$ cat config.mk
export PLATFORM = sky130hd
export DESIGN_NAME = regfile_wr_arbiter
export DESIGN_NICKNAME = d
export VERILOG_FILES = /design/src/rtl/regfile_wr_arbiter.sv
export SDC_FILE = /design/constraint.sdc
export NUM_CORES = 1
export LEC_CHECK = 0
export BUFFER_PORTS_ARGS = -buffer_cell sky130_fd_sc_hd__clkbuf_2
export CAP_MARGIN = 20
export CORE_MARGIN = 2
export CORE_UTILIZATION = 36
export DETAILED_ROUTE_END_ITERATION = 10
export REMOVE_ABC_BUFFERS = 1
export SYNTH_ARGS = -nofsm -noshare
export SYNTH_HDL_FRONTEND = slang
export SYNTH_SLANG_ARGS = --single-unit
export TNS_END_PERCENT = 50
$ cat constraint.sdc
create_clock -name clk -period 2.9 [get_ports clk]
set_input_delay 0.87 -clock clk [delete_from_list [all_inputs] [get_ports clk]]
set_output_delay 0.87 -clock clk [all_outputs]
set_load 0.02 [all_outputs]
$ cat src/rtl/regfile_wr_arbiter.sv
// regfile_wr_arbiter: round-robin sharing of the register-file write port, with a zero-fill sweep after reset
// Ports:
//   clk, rst          clock and synchronous active-high reset
//   req0/rw0/wdat0    requester 0 write request, address and data
//   req1/rw1/wdat1    requester 1 write request, address and data
//   gnt0, gnt1        combinational grants; a high grant at an edge accepts that requester
//   rw, wdat, wren    registered write port driven into the register file
//   busy              high while the post-reset clear sweep is running
module regfile_wr_arbiter #(
  parameter int BITSIZE = 16,
  parameter int ADDSIZE = 4
) (
  input  logic               clk,
  input  logic               rst,
  input  logic               req0,
  input  logic [ADDSIZE-1:0] rw0,
  input  logic [BITSIZE-1:0] wdat0,
  input  logic               req1,
  input  logic [ADDSIZE-1:0] rw1,
  input  logic [BITSIZE-1:0] wdat1,
  output logic               gnt0,
  output logic               gnt1,
  output logic [ADDSIZE-1:0] rw,
  output logic [BITSIZE-1:0] wdat,
  output logic               wren,
  output logic               busy
);
  typedef enum logic {CLEAR, RUN} state_t;
  state_t state, state_nxt;
  logic [ADDSIZE-1:0] cnt;
  logic last;
  logic run;
  // last records the most recent winner; on a tie the other requester wins
  always_comb begin
    run = (state == RUN) && !rst;
    gnt0 = run && req0 && (!req1 || last);
    gnt1 = run && req1 && (!req0 || !last);
    state_nxt = (state == CLEAR && cnt == '1) ? RUN : state;
  end
  assign busy = state == CLEAR;
  always_ff @(posedge clk) begin
    if (rst) begin
      state <= CLEAR;
      cnt <= '0;
      last <= 1'b1;
      rw <= '0;
      wdat <= '0;
      wren <= 1'b0;
    end else begin
      state <= state_nxt;
      if (state == CLEAR) begin
        cnt <= cnt + 1'b1;
        rw <= cnt;
        wdat <= '0;
        wren <= 1'b1;
      end else begin
        wren <= gnt0 || gnt1;
        if (gnt0 || gnt1) begin
          rw <= gnt0 ? rw0 : rw1;
          wdat <= gnt0 ? wdat0 : wdat1;
          last <= gnt1;
        end
      end
    end
  end
endmodule

# Word-level counts from Yosys, hierarchy flattened
# Index checks and enable logic that the tools add are counted.
# op_classes
n_addsub	1
mul	0
div_mod_pow	0
magnitude_cmp	0
n_eq_ne	2
shifts	0
n_mux	5
bitwise_logic	1
n_reduce_logical	15
# ops
cell	count
$mux W16	1
$mux W4	3
$logic_and A1 B1 Y1	6
$add A4 B1 Y4 const B	1
$eq A4 B4 Y1 const B	1
$logic_not A1 Y1	4
$logic_or A1 B1 Y1	3
$ne A2 B1 Y1 const B	1
$reduce_and A2 Y1	1
$reduce_or A2 Y1	1
$mux W1	1
$not A1 Y1	1
# word_totals
register_bits	27
latchBits	0
ram_bits	0
romBits	0
inputBits	44
output_inout_bits	24
elab_cells	30
mem_count	0

# Depth between registers and ports, before layout
# logic_depth
word_depth	7
depth_mapped	5
mapped_depth_nobuf	4

# Worst setup path before layout
# OpenSTA, ideal clock, no wires.
# synth_timing
path_type	in2out
startpoint	input rst
endpoint	output gnt0
t_arrival_ps	1651
required_ps	2030
path_slack_ps	379
cell_stages	3
n_path_buf	1
cell_sequence	nand3b_2 clkbuf_2 nor2_1
# synth_between
elab_chain_cells	4
# synth_lines
element	line_no	text
start, declared	14	input logic rst,
$logic_not A1 Y1	35	run = (state == RUN) && !rst;
$logic_and A1 B1 Y1	35	
$logic_and A1 B1 Y1 (2 in series)	36	gnt0 = run && req0 && (!req1 || last);
end, declared	21	output logic gnt0,
# Every way passes these cells.

# Worst setup path after layout
# layout_timing
startpoint	input rst
endpoint	output gnt1
# layout_between
elab_chain_cells	4
# layout_lines
element	line_no	text
$logic_not A1 Y1	35	
$logic_and A1 B1 Y1	35	
$logic_and A1 B1 Y1 (2 in series)	37	gnt1 = run && req1 && (!req0 || !last);
end, declared	22	output logic gnt1,
# Every way passes these cells.

==> impl_metrics.toml <==
[sta]
worst_slew_pin_slew_ns = 0.773
final-hold-violation-count = 0
fin_tns_setup_ns = 0
finalMaxSlewViolations = 0
setup_viol = 0
skew_ns = 0.0129
rsz0062_at_grt = "false"
period_needed_ns = 2.43
max_freq_mhz = 412
relSlewSlack_pct = 48.4
period_share_pct = 83.6

[synth]
seq_area_frac_synth_pct = 38.4
synth_top_family_by_area = "compound AO/OA/AOI/OAI gates"
synthCells = 156
synth-compound-area-share_pct = 37.1
synth_fa_ha_area_share_pct = 0.889
synth.distinct_cells = 36
yosys_warnings = 0
synthXorXnorAreaFrac_pct = 1.87
synth_seq_cells = 27
synthesis.area_mm2 = 0.00141
synthSimpleGateAreaFrac_pct = 11.5
avgSynthCellArea_um2 = 9.02
synthMuxAreaShare_pct = 0.711

[final_layout]
design_area_mm2 = 0.00176
layout-drive-gt1-share_pct = 39.5
num-nets-final = 261
multi_input_area_um2 = 732
area_growth_pct = 25.0
layout_commonest_cell = "clkbuf_2"
antenna_cells = 0
num-fill-cells = 389
final_cell_mix = "clkbuf_2, dfxtp_1, a21oi_1, o21ai_1, a311oi_1"
regArea_um2 = 541

[floorplan]
coreArea_mm2 = 0.00372
die_w_um = 66.5
die_y_um = 66.5
start_util_pct = 37.9
rows = 22
io_pins = 68
die_area_mm2 = 0.00443

[routing]
first_iter_violations = 77
routed-via-count = 1423
drt-total-wl_mm = 3.94
viasPerCell = 5.41
post_drt_wl_per_cell_um = 15.0
antenna_left = 0
drtPass1Iterations = 4
drc = 0

[cts]
root_buffer = "clkbuf_8"
cts.clk_slew.worst_paths_ns = 0.09
cts_tree = "yes"
clock-sinks = 27
clock_latency_ns = 0.28
clock_path_buffers = 2
postCtsSetupBuffers = 0
cts_resized = 0
ctsHtreeMaxLevel = 1
cts_made_buffers = 3
cts_hold_buf = 0

[placement]
globalplace.congestion = 0.741
io_buffers = 67
hpwlAfterDp_mm = 2.64
placed_area_mm2 = 0.00171

[pwr]
switching_share_pct = 25.5
power.net_switching_mw = 0.177
clock_power_share_pct = 33.1
leakage_nw = 0.784
seq_power_share_pct = 55.2
powerDensity_mw_per_mm2 = 394
p_int_mw = 0.517
comb_power_share_pct = 11.7
ir_drop_uv = 202

[setup_path]
worst-setup-path-type = "in -> out"
cp.required_ns = 2.03
critPathLaunchType = "primary input"
cp-end-kind = "output port"
crit_arrival_ns = 1.56
path_max_fanout = 6

[global_route]
grt_pass1_vias = 1416
grt.total_usage_pct = 18.9
grt_overflow_total = 0
grt_max_degree = 23
grt_pass1_wl_mm = 6.46
antenna_found_initial = 0

[job]
maxCapViolCount = 0

[outcome]
status = "finished clean"

[min_path]
min_path_type = "reg -> reg"
==> logic make-up (layout without fill, tap and decap cells) <==
logic type / after synthesis / count (layout)
compound gates: 80 / 80
flops: 27 / 27
simple gates: 26 / 26
buf+inv: 18 / 77
xor+xnor: 3 / 3
fa+ha+maj: 1 / 1
mux: 1 / 1
==> worst max-delay path, stage by stage <==
cell and delay [ns]:
clkbuf_2 0.16, and2b_1 0.20, and3_1 0.17, clkbuf_2 0.15
==> path summary, 6_finish.rpt <==
path	startpoint	endpoint	slack (ns)	cells past startpoint
setup / recovery	rst	gnt1	0.47	4
hold / removal	cnt[3]$_SDFFE_PP0N_	state$_SDFFE_PP0P_	0.51	2
setup reg to reg	state$_SDFFE_PP0P_	rw[3]$_SDFFE_PP0P_	1.00	3
hold reg to reg	cnt[3]$_SDFFE_PP0N_	state$_SDFFE_PP0P_	0.51	2
==> cells in the mapped netlist (all sizes together) <==
cell type | n | area share, %
o21ai | 34 | 12
nand2 | 3 | 0.80
nand3 | 1 | 0.36
nand4 | 4 | 1.8
and3 | 1 | 0.44
nor2b | 1 | 0.44
o211ai | 1 | 0.89
a2bb2oi | 2 | 1.2
a221oi | 2 | 2.1
clkbuf | 1 | 0.36
a211oi | 2 | 1.4
mux2i | 1 | 0.71
buf | 16 | 9.0
a311oi | 18 | 12
nor2 | 6 | 2.1
a21oi | 19 | 6.8
nand2b | 2 | 1.1
nand4b | 1 | 0.62
inv | 1 | 0.27
xor2 | 2 | 1.2
and2b | 4 | 2.1
or2 | 2 | 0.89
ha | 1 | 0.89
xnor2 | 1 | 0.62
nand3b | 1 | 0.80
dfxtp | 27 | 38
a31oi | 2 | 0.89
==> stage by stage <==
step / power [mW] / std cells / utilization [%] / hold slack (ns) / setup slack [ns]
3_5_place_dp: 0.472 / 259 / 46.0 / 0.500 / 0.477
4_1_cts: 0.702 / 263 / 47.3 / 0.513 / 0.475
2_1_floorplan: 0.421 / 139 / - / 0.463 / 0.380
5_1_grt: 0.722 / 263 / 47.3 / 0.537 / 0.363
6_report: 0.694 / 263 / 47.3 / 0.508 / 0.475
3_3_place_gp: 0.472 / 259 / 46.0 / 0.497 / 0.459
==> layout make-up <==
cell class	instances	share of cell area, %
clock buffers	3	2.35
clock inverters	1	0.498
inverters	1	0.213
multi-input cells	111	41.6
flip-flops and latches	27	30.7
well taps	48	3.41
repair buffers	72	21.2
==> power by group through the flow <==
stage          combinational (mW)  clock [mW]  sequential [mW]
2_1_floorplan              0.0271           0            0.394
3_3_place_gp               0.0803           0            0.391
3_5_place_dp               0.0807           0            0.391
4_1_cts                    0.0820       0.237            0.383
5_1_grt                    0.0903       0.248            0.384
6_report                   0.0813       0.229            0.383
==> sequential cells by signal (all words and copies together), names as in the netlist <==
signal	cells
state	1
wdat	16
wren	1
last	1
rw	4
cnt	4
==> layer usage <==
metal,vias up,global-route usage [%],part of all wire (%)
li1,715,-,-
met4,0,9.69,2.2
met1,667,24.0,46
met2,35,32.0,48
met3,6,1.01,3.5
met5,-,0,0
Note: power is estimated with default switching activity, not from simulation.
